==> src/rtl/rf_tx_burst_buffer_if.sv <==
// ---------------------------------------------------------------------------
// rf_tx_burst_buffer_if
// Handshake and status bundle between the MCU-side writer / node-side reader
// and the rf_tx_burst_buffer staging FIFO.
//
// Signals:
//   in_data   - write word from the MCU-side UART
//   in_valid  - one-cycle write strobe
//   flush     - pulse that forces a pending partial frame out
//   out_data  - head word (first-word fall-through)
//   out_valid - head word may be drained
//   out_ready - consumer takes the head word this cycle
//   level     - current occupancy
//   full      - occupancy equals DEPTH
//   overflow  - sticky: a write was dropped
//   ovf_clr   - clears overflow
//   aux       - 1 = idle (empty and settled), 0 = busy
//
// Modports: master = writer/reader side, slave = buffer side.
// ---------------------------------------------------------------------------
interface rf_tx_burst_buffer_if #(
    parameter int DATA_WIDTH = 8,
    parameter int DEPTH      = 512
);
    localparam int LW = $clog2(DEPTH) + 1;

    logic [DATA_WIDTH-1:0] in_data;
    logic                  in_valid;
    logic                  flush;
    logic [DATA_WIDTH-1:0] out_data;
    logic                  out_valid;
    logic                  out_ready;
    logic [LW-1:0]         level;
    logic                  full;
    logic                  overflow;
    logic                  ovf_clr;
    logic                  aux;

    modport master (
        output in_data, in_valid, flush, out_ready, ovf_clr,
        input  out_data, out_valid, level, full, overflow, aux
    );

    modport slave (
        input  in_data, in_valid, flush, out_ready, ovf_clr,
        output out_data, out_valid, level, full, overflow, aux
    );
endinterface

==> src/rtl/rf_tx_burst_buffer.sv <==
// ---------------------------------------------------------------------------
// rf_tx_burst_buffer
// Stages bytes from the MCU-side UART in a circular FIFO and releases them to
// the node-side UART as one burst. A burst starts when the occupancy reaches
// START_LEVEL, on a flush pulse, or (optionally) after IDLE_TIMEOUT cycles
// without a write. After the FIFO drains, aux stays low for SETTLE_CYCLES
// before signalling idle again.
//
// Optional feature macro: RF_BUF_TIMEOUT_FLUSH_EN
//   defined   - the write-idle timeout also starts a burst
//   undefined - no idle counter; a partial frame waits for threshold or flush
//
// Ports:
//   internal_clk - sole clock, rising edge
//   rst          - asynchronous, active-high reset
//   bus          - rf_tx_burst_buffer_if.slave (data, handshake, status)
// ---------------------------------------------------------------------------
module rf_tx_burst_buffer #(
    parameter int DATA_WIDTH    = 8,
    parameter int DEPTH         = 512,
    parameter int START_LEVEL   = 58,
    parameter int IDLE_TIMEOUT  = 26041,
    parameter int SETTLE_CYCLES = 125000
) (
    input  logic                 internal_clk,
    input  logic                 rst,
    rf_tx_burst_buffer_if.slave  bus
);
    localparam int LW = $clog2(DEPTH) + 1;
    localparam int AW = $clog2(DEPTH);
    localparam int SW = $clog2(SETTLE_CYCLES + 1);

    typedef enum logic [1:0] {ST_IDLE, ST_FILL, ST_BURST, ST_SETTLE} state_t;

    state_t                r_state;
    logic                  r_aux;
    logic                  r_out_valid;
    logic [LW-1:0]         r_level;
    logic                  r_full;
    logic                  r_ovf;
    logic [AW-1:0]         r_wr_ptr;
    logic [AW-1:0]         r_rd_ptr;
    logic [SW-1:0]         r_settle_cnt;
    logic [DATA_WIDTH-1:0] r_mem [DEPTH];

    logic                  w_pop;
    logic                  w_wr_acc;
    logic                  w_timeout;
    logic                  w_start;
    logic [LW-1:0]         w_level_nxt;

    // out_valid is a register, so the pop decision never loops back
    // combinationally from out_ready into out_valid.
    assign w_pop    = r_out_valid && bus.out_ready;
    // A full FIFO still takes a write when the head leaves in the same cycle.
    assign w_wr_acc = bus.in_valid && (!r_full || w_pop);

`ifdef RF_BUF_TIMEOUT_FLUSH_EN
    localparam int IW = $clog2(IDLE_TIMEOUT);
    logic [IW-1:0] r_idle_cnt;

    assign w_timeout = !w_wr_acc && (r_idle_cnt == IW'(IDLE_TIMEOUT - 1));

    // Counts write-idle cycles only while filling; held at zero elsewhere so
    // every entry into FILL starts from a fresh count.
    always_ff @(posedge internal_clk or posedge rst) begin
        if (rst) begin
            r_idle_cnt <= '0;
        end else if (r_state != ST_FILL || w_wr_acc) begin
            r_idle_cnt <= '0;
        end else begin
            r_idle_cnt <= r_idle_cnt + 1'b1;
        end
    end
`else
    assign w_timeout = 1'b0;
`endif

    assign w_start = (r_level >= LW'(START_LEVEL)) || bus.flush || w_timeout;

    always_comb begin
        w_level_nxt = r_level;
        case ({w_wr_acc, w_pop})
            2'b10:   w_level_nxt = r_level + 1'b1;
            2'b01:   w_level_nxt = r_level - 1'b1;
            default: w_level_nxt = r_level;
        endcase
    end

    // Storage is not reset: contents are meaningless once the pointers clear.
    always_ff @(posedge internal_clk) begin
        if (w_wr_acc) begin
            r_mem[r_wr_ptr] <= bus.in_data;
        end
    end

    // Control FSM with pointers, occupancy and registered status outputs.
    // aux and out_valid are computed from the next state so they line up
    // with r_state after every edge.
    always_ff @(posedge internal_clk or posedge rst) begin
        if (rst) begin
            r_state      <= ST_IDLE;
            r_aux        <= 1'b1;
            r_out_valid  <= 1'b0;
            r_level      <= '0;
            r_full       <= 1'b0;
            r_ovf        <= 1'b0;
            r_wr_ptr     <= '0;
            r_rd_ptr     <= '0;
            r_settle_cnt <= '0;
        end else begin
            r_level <= w_level_nxt;
            r_full  <= (w_level_nxt == LW'(DEPTH));
            if (w_wr_acc) begin
                r_wr_ptr <= r_wr_ptr + 1'b1;
            end
            if (w_pop) begin
                r_rd_ptr <= r_rd_ptr + 1'b1;
            end
            // A dropped write in the same cycle as a clear keeps the flag set.
            if (bus.in_valid && !w_wr_acc) begin
                r_ovf <= 1'b1;
            end else if (bus.ovf_clr) begin
                r_ovf <= 1'b0;
            end

            r_aux        <= 1'b0;
            r_out_valid  <= 1'b0;
            r_settle_cnt <= '0;
            case (r_state)
                ST_IDLE: begin
                    r_aux <= 1'b1;
                    if (w_wr_acc) begin
                        r_state <= ST_FILL;
                        r_aux   <= 1'b0;
                    end
                end
                ST_FILL: begin
                    if (w_start) begin
                        r_state     <= ST_BURST;
                        r_out_valid <= (w_level_nxt != '0);
                    end
                end
                ST_BURST: begin
                    // Leave only once the FIFO is empty and nothing new arrives.
                    if (r_level == '0 && !w_wr_acc) begin
                        r_state <= ST_SETTLE;
                    end else begin
                        r_out_valid <= (w_level_nxt != '0);
                    end
                end
                ST_SETTLE: begin
                    if (w_wr_acc) begin
                        r_state <= ST_FILL;
                    end else if (r_settle_cnt == SW'(SETTLE_CYCLES - 1)) begin
                        r_state <= ST_IDLE;
                        r_aux   <= 1'b1;
                    end else begin
                        r_settle_cnt <= r_settle_cnt + 1'b1;
                    end
                end
                default: begin
                    r_state <= ST_IDLE;
                    r_aux   <= 1'b1;
                end
            endcase
        end
    end

    assign bus.out_data  = r_mem[r_rd_ptr];
    assign bus.out_valid = r_out_valid;
    assign bus.level     = r_level;
    assign bus.full      = r_full;
    assign bus.overflow  = r_ovf;
    assign bus.aux       = r_aux;
endmodule

==> src/flat_wrapper.sv <==
// flat-port wrapper written by rule: the top's interface ports become plain ports
module rf_tx_burst_buffer_flat 
#(
    parameter int DATA_WIDTH    = 8,
    parameter int DEPTH         = 512,
    parameter int START_LEVEL   = 58,
    parameter int IDLE_TIMEOUT  = 26041,
    parameter int SETTLE_CYCLES = 125000
)
  (internal_clk, rst, bus_in_data, bus_in_valid, bus_flush, bus_out_ready, bus_ovf_clr, bus_out_data, bus_out_valid, bus_level, bus_full, bus_overflow, bus_aux);
  rf_tx_burst_buffer_if #(.DATA_WIDTH(DATA_WIDTH), .DEPTH(DEPTH)) bus_i ();
  input  logic internal_clk;
  input  logic rst;
  input wire logic [$bits(bus_i.in_data)-1:0] bus_in_data;
  input wire logic [$bits(bus_i.in_valid)-1:0] bus_in_valid;
  input wire logic [$bits(bus_i.flush)-1:0] bus_flush;
  input wire logic [$bits(bus_i.out_ready)-1:0] bus_out_ready;
  input wire logic [$bits(bus_i.ovf_clr)-1:0] bus_ovf_clr;
  output wire logic [$bits(bus_i.out_data)-1:0] bus_out_data;
  output wire logic [$bits(bus_i.out_valid)-1:0] bus_out_valid;
  output wire logic [$bits(bus_i.level)-1:0] bus_level;
  output wire logic [$bits(bus_i.full)-1:0] bus_full;
  output wire logic [$bits(bus_i.overflow)-1:0] bus_overflow;
  output wire logic [$bits(bus_i.aux)-1:0] bus_aux;
  assign bus_i.in_data = bus_in_data;
  assign bus_i.in_valid = bus_in_valid;
  assign bus_i.flush = bus_flush;
  assign bus_i.out_ready = bus_out_ready;
  assign bus_i.ovf_clr = bus_ovf_clr;
  assign bus_out_data = bus_i.out_data;
  assign bus_out_valid = bus_i.out_valid;
  assign bus_level = bus_i.level;
  assign bus_full = bus_i.full;
  assign bus_overflow = bus_i.overflow;
  assign bus_aux = bus_i.aux;
  rf_tx_burst_buffer #(.DATA_WIDTH(DATA_WIDTH), .DEPTH(DEPTH), .START_LEVEL(START_LEVEL), .IDLE_TIMEOUT(IDLE_TIMEOUT), .SETTLE_CYCLES(SETTLE_CYCLES)) u_core (.internal_clk(internal_clk), .rst(rst), .bus(bus_i));
endmodule
==> config.mk <==
export PLATFORM = sky130hd
export DESIGN_NAME = rf_tx_burst_buffer_flat
export DESIGN_NICKNAME = d
export VERILOG_FILES = /design/src/rtl/rf_tx_burst_buffer_if.sv /design/src/rtl/rf_tx_burst_buffer.sv /design/src/flat_wrapper.sv
export SDC_FILE = /design/constraint.sdc
export NUM_CORES = 2
export LEC_CHECK = 0
export ABC_AREA = 0
export CAP_MARGIN = 10
export CORE_MARGIN = 2
export CORE_UTILIZATION = 60
export DETAILED_ROUTE_END_ITERATION = 10
export PLACE_DENSITY = 0.77
export SYNTH_ARGS = -nofsm -noshare
export SYNTH_HDL_FRONTEND = slang
export SYNTH_SLANG_ARGS = --single-unit
==> constraint.sdc <==
create_clock -name internal_clk -period 5.5 [get_ports internal_clk]
set_clock_uncertainty 0.15 [all_clocks]
set_input_delay 1.1 -clock internal_clk [delete_from_list [all_inputs] [get_ports internal_clk]]
set_output_delay 1.1 -clock internal_clk [all_outputs]
set_load 0.03 [all_outputs]
==> results.ini <==
[floorplanning]
die_h_microns=522
dieArea_sq_mm=0.272
chipWidth_microns=522
initial_core_util=0.602
core-area_sq_mm=0.267
num_rows=190
io_pins=36

[status]
violations=setup timing
status=finished with violations

[sta]
finalHoldViolCount=0
timing.final.setup_violations=8
final_max_slew_viol_count=0
worst_pin_slew_ns=1.24
maxSlewHeadroom=0.170
grt_setup_unrepaired=yes
fin_ws_ns=-0.363
max_freq_mhz=171
min_period_ns=5.86
period_share=1.07

[power_and_ir_drop]
power_frac_seq=0.375
p_leak_uw=0.0586
clock_power_share=0.296
p_comb_frac=0.329
power_per_cell_area_mw_per_mm2=506
power.switching_uw=29900
netSwitchingFraction=0.319
ir_drop_v=0.000386
p_int_uw=64000
p_total_uw=93900

[grt]
first_global_vias=86662
grt_pass1_wl_microns=668000
antenna_found_initial=30
grt_start_max_net_pins=161
grt.total_usage=0.352
gr-total-overflow=0

[drt]
antenna_left=0
via_per_inst=7.42
drtIter0Drc=16866
drc_errors=0
drt-wirelength-per-cell_microns=40.3
dr.pass1.iters=10
vias=89490
drt_wl_total_microns=486000

[final_layout]
drive_gt1_frac=0.294
area_delta_synth_final_pct=15.2
stdcell_area_sq_mm=0.186
final-seq-area_sq_mm=0.124
multiInputGateArea_sq_mm=0.0356
fillers=14804
nets=8186

[yosys]
syn_nets=7586
synth_flop_cell=edfxtp_1
synthTopCellsByArea=edfxtp_1, mux4_2, nor2_1, mux2i_1, a22oi_1
synth_area_sq_mm=0.161
yosysUniqueCellTypes=74
avgSynthCellArea_sq_um=21.3
synth-edff-count=4096
netlist_top_cells_count=edfxtp_1, mux4_2, nor2_1
yosysMostFrequentCell=edfxtp_1
synthCells=7559
postSynth.asyncResetShare=0.0123
synth_top_area_cell=edfxtp_1
yosysSeqAreaShare=0.772
synth_top_area_frac=0.764
ys_ff_latch=4147
ys_warn_count=0

[min_path]
hp-class=reg2reg
holdPathStages=1

[critical_path]
critPathArrivalTime_ns=4.61
cp-start-kind=register
critical_path.max_fanout=10
required_ns=4.25
reg2reg_setup_slack_ns=0.94
worstSetupEndpointType=output port
reg2reg_depth=13
crit_type=reg2out

[clocking]
numCtsBuffers=397
clockBufferDepth=4
htreeDepth=5
cts_tree=built
cts.sinks=4147
path_clk_slew_ns=0.06
cts_root_buf=clkbuf_16
clock_latency_ns=0.95

[place]
dpl_worst_slack_ns=-0.790
io_buffers=35
dpl.hpwl_microns=278000
gp_congestion=0.923
dpl_cell_area_sq_mm=0.168

[job]
max_cap_violations=0

==> cell type report <==
| type | instances | share of cell area |
|---|---|---|
| flip-flops and latches | 4147 | 0.670 |
| multi-input cells | 2921 | 0.192 |
| clock buffers | 484 | 0.0561 |
| repair buffers | 672 | 0.0436 |
| well taps | 3552 | 0.0240 |
| clock inverters | 243 | 0.0139 |
| inverters | 20 | 0.000459 |
| diodes | 21 | 0.000283 |
==> kinds of logic (layout without fill, tap and decap cells) <==
| family | after synthesis | after routing | share of synthesized area |
|---|---|---|---|
| compound gates | 662 | 662 | 0.0293 |
| xor+xnor | 41 | 41 | 0.00223 |
| fa+ha+maj | 13 | 13 | 0.00101 |
| buf+inv | 491 | 1419 | 0.0165 |
| flops | 4147 | 4147 | 0.772 |
| mux | 1169 | 1169 | 0.151 |
| other cells | 0 | 21 | 0 |
| simple gates | 1036 | 1036 | 0.0275 |
==> worst max-delay path, cell delays in order (launching register included) <==
cell and delay (ns):
dfrtp_2 0.69, buf_4 0.38, nor2_4 0.13, buf_4 0.25, nand2_1 0.32, buf_4 0.26
o22ai_1 0.11, a211oi_1 0.25, buf_4 0.17, nand4_1 0.32, nand3_1 0.21, o31a_1 0.38
buf_6 0.19
==> flip-flops by register name (all words and copies together), names as in the netlist <==
| register | flops |
|---|---|
| u_core.bus.level | 10 |
| u_core.r_wr_ptr | 9 |
| u_core.r_mem | 4096 |
| u_core.bus.overflow | 1 |
| u_core.r_rd_ptr | 9 |
| u_core.bus.full | 1 |
| u_core.r_settle_cnt | 17 |
| u_core.r_state | 2 |
| u_core.bus.out_valid | 1 |
| u_core.bus.aux | 1 |
==> final timing paths <==
check / end / from
worst max-delay path: bus_out_data[1] / u_core.r_rd_ptr[5]
worst max register to register: u_core.bus.out_valid / u_core.bus.out_valid
worst min register to register: u_core.r_settle_cnt[0] / u_core.r_settle_cnt[0]
worst min-delay path: u_core.r_settle_cnt[0] / u_core.r_settle_cnt[0]
max in group asynchronous: u_core.r_settle_cnt[2] / rst
min in group asynchronous: u_core.bus.level[2] / rst
==> per-layer routing <==
metal / vias to the layer above / global-route usage / part of all wire / wire length (microns)
met5: - / 0 / 0.00048 / 234
met4: 27 / 0.214 / 0.075 / 36500
met3: 1850 / 0.101 / 0.15 / 72700
met2: 9243 / 0.531 / 0.46 / 224000
met1: 45452 / 0.460 / 0.31 / 153000
li1: 32918 / - / - / -
==> stage by stage <==
| step | util | instances | hold slack [ns] | TNS, ns |
|---|---|---|---|---|
| CTS | 0.690 | 11984 | 0.327 | -1.21 |
| global placement | 0.630 | 11151 | 0.297 | -2.96 |
| floorplan | - | 7559 | 0.283 | 0 |
| detailed placement | 0.630 | 11151 | 0.306 | -2.83 |
| finish | 0.694 | 12060 | 0.332 | -2.02 |
| global route | 0.693 | 12042 | 0.347 | -1.57 |
==> cell usage in the layout, fill, tap and decap left out, types with 20 or more instances in the layout <==
cell type	instances
a21oi_1	83
a21oi_2	24
a221oi_1	23
a22o_1	39
a22oi_1	151
a22oi_2	23
a31oi_1	21
buf_12	112
buf_16	36
buf_4	426
buf_6	36
bufbuf_16	20
bufinv_16	45
clkbuf_1	75
clkbuf_16	406
clkinv_1	78
clkinv_2	75
dfrtp_1	44
diode_2	21
edfxtp_1	4096
mux2i_1	140
mux4_2	1010
nand2_1	174
nand3_1	61
nand4_1	20
nor2_1	583
nor3_1	34
o21ai_0	28
o22ai_1	63
xnor2_1	26
==> repair_timing <==
action                     CTS  global route
buffers inserted            83            49
hold buffers                 0             0
cloned                      26             7
setup endpoints to repair    8             8
resized for setup          281            88
pin swaps                   47            51
==> power by group through the flow <==
stage	Sequential (uW)	Clock (uW)	Combinational, uW
2_1_floorplan	35800	0	15200
6_report	35300	27800	30900
3_5_place_dp	36100	0	25600
4_1_cts	35200	27600	28900
5_1_grt	35300	28700	31100
3_3_place_gp	36000	0	25300
Power figures use the tool's default switching activity.
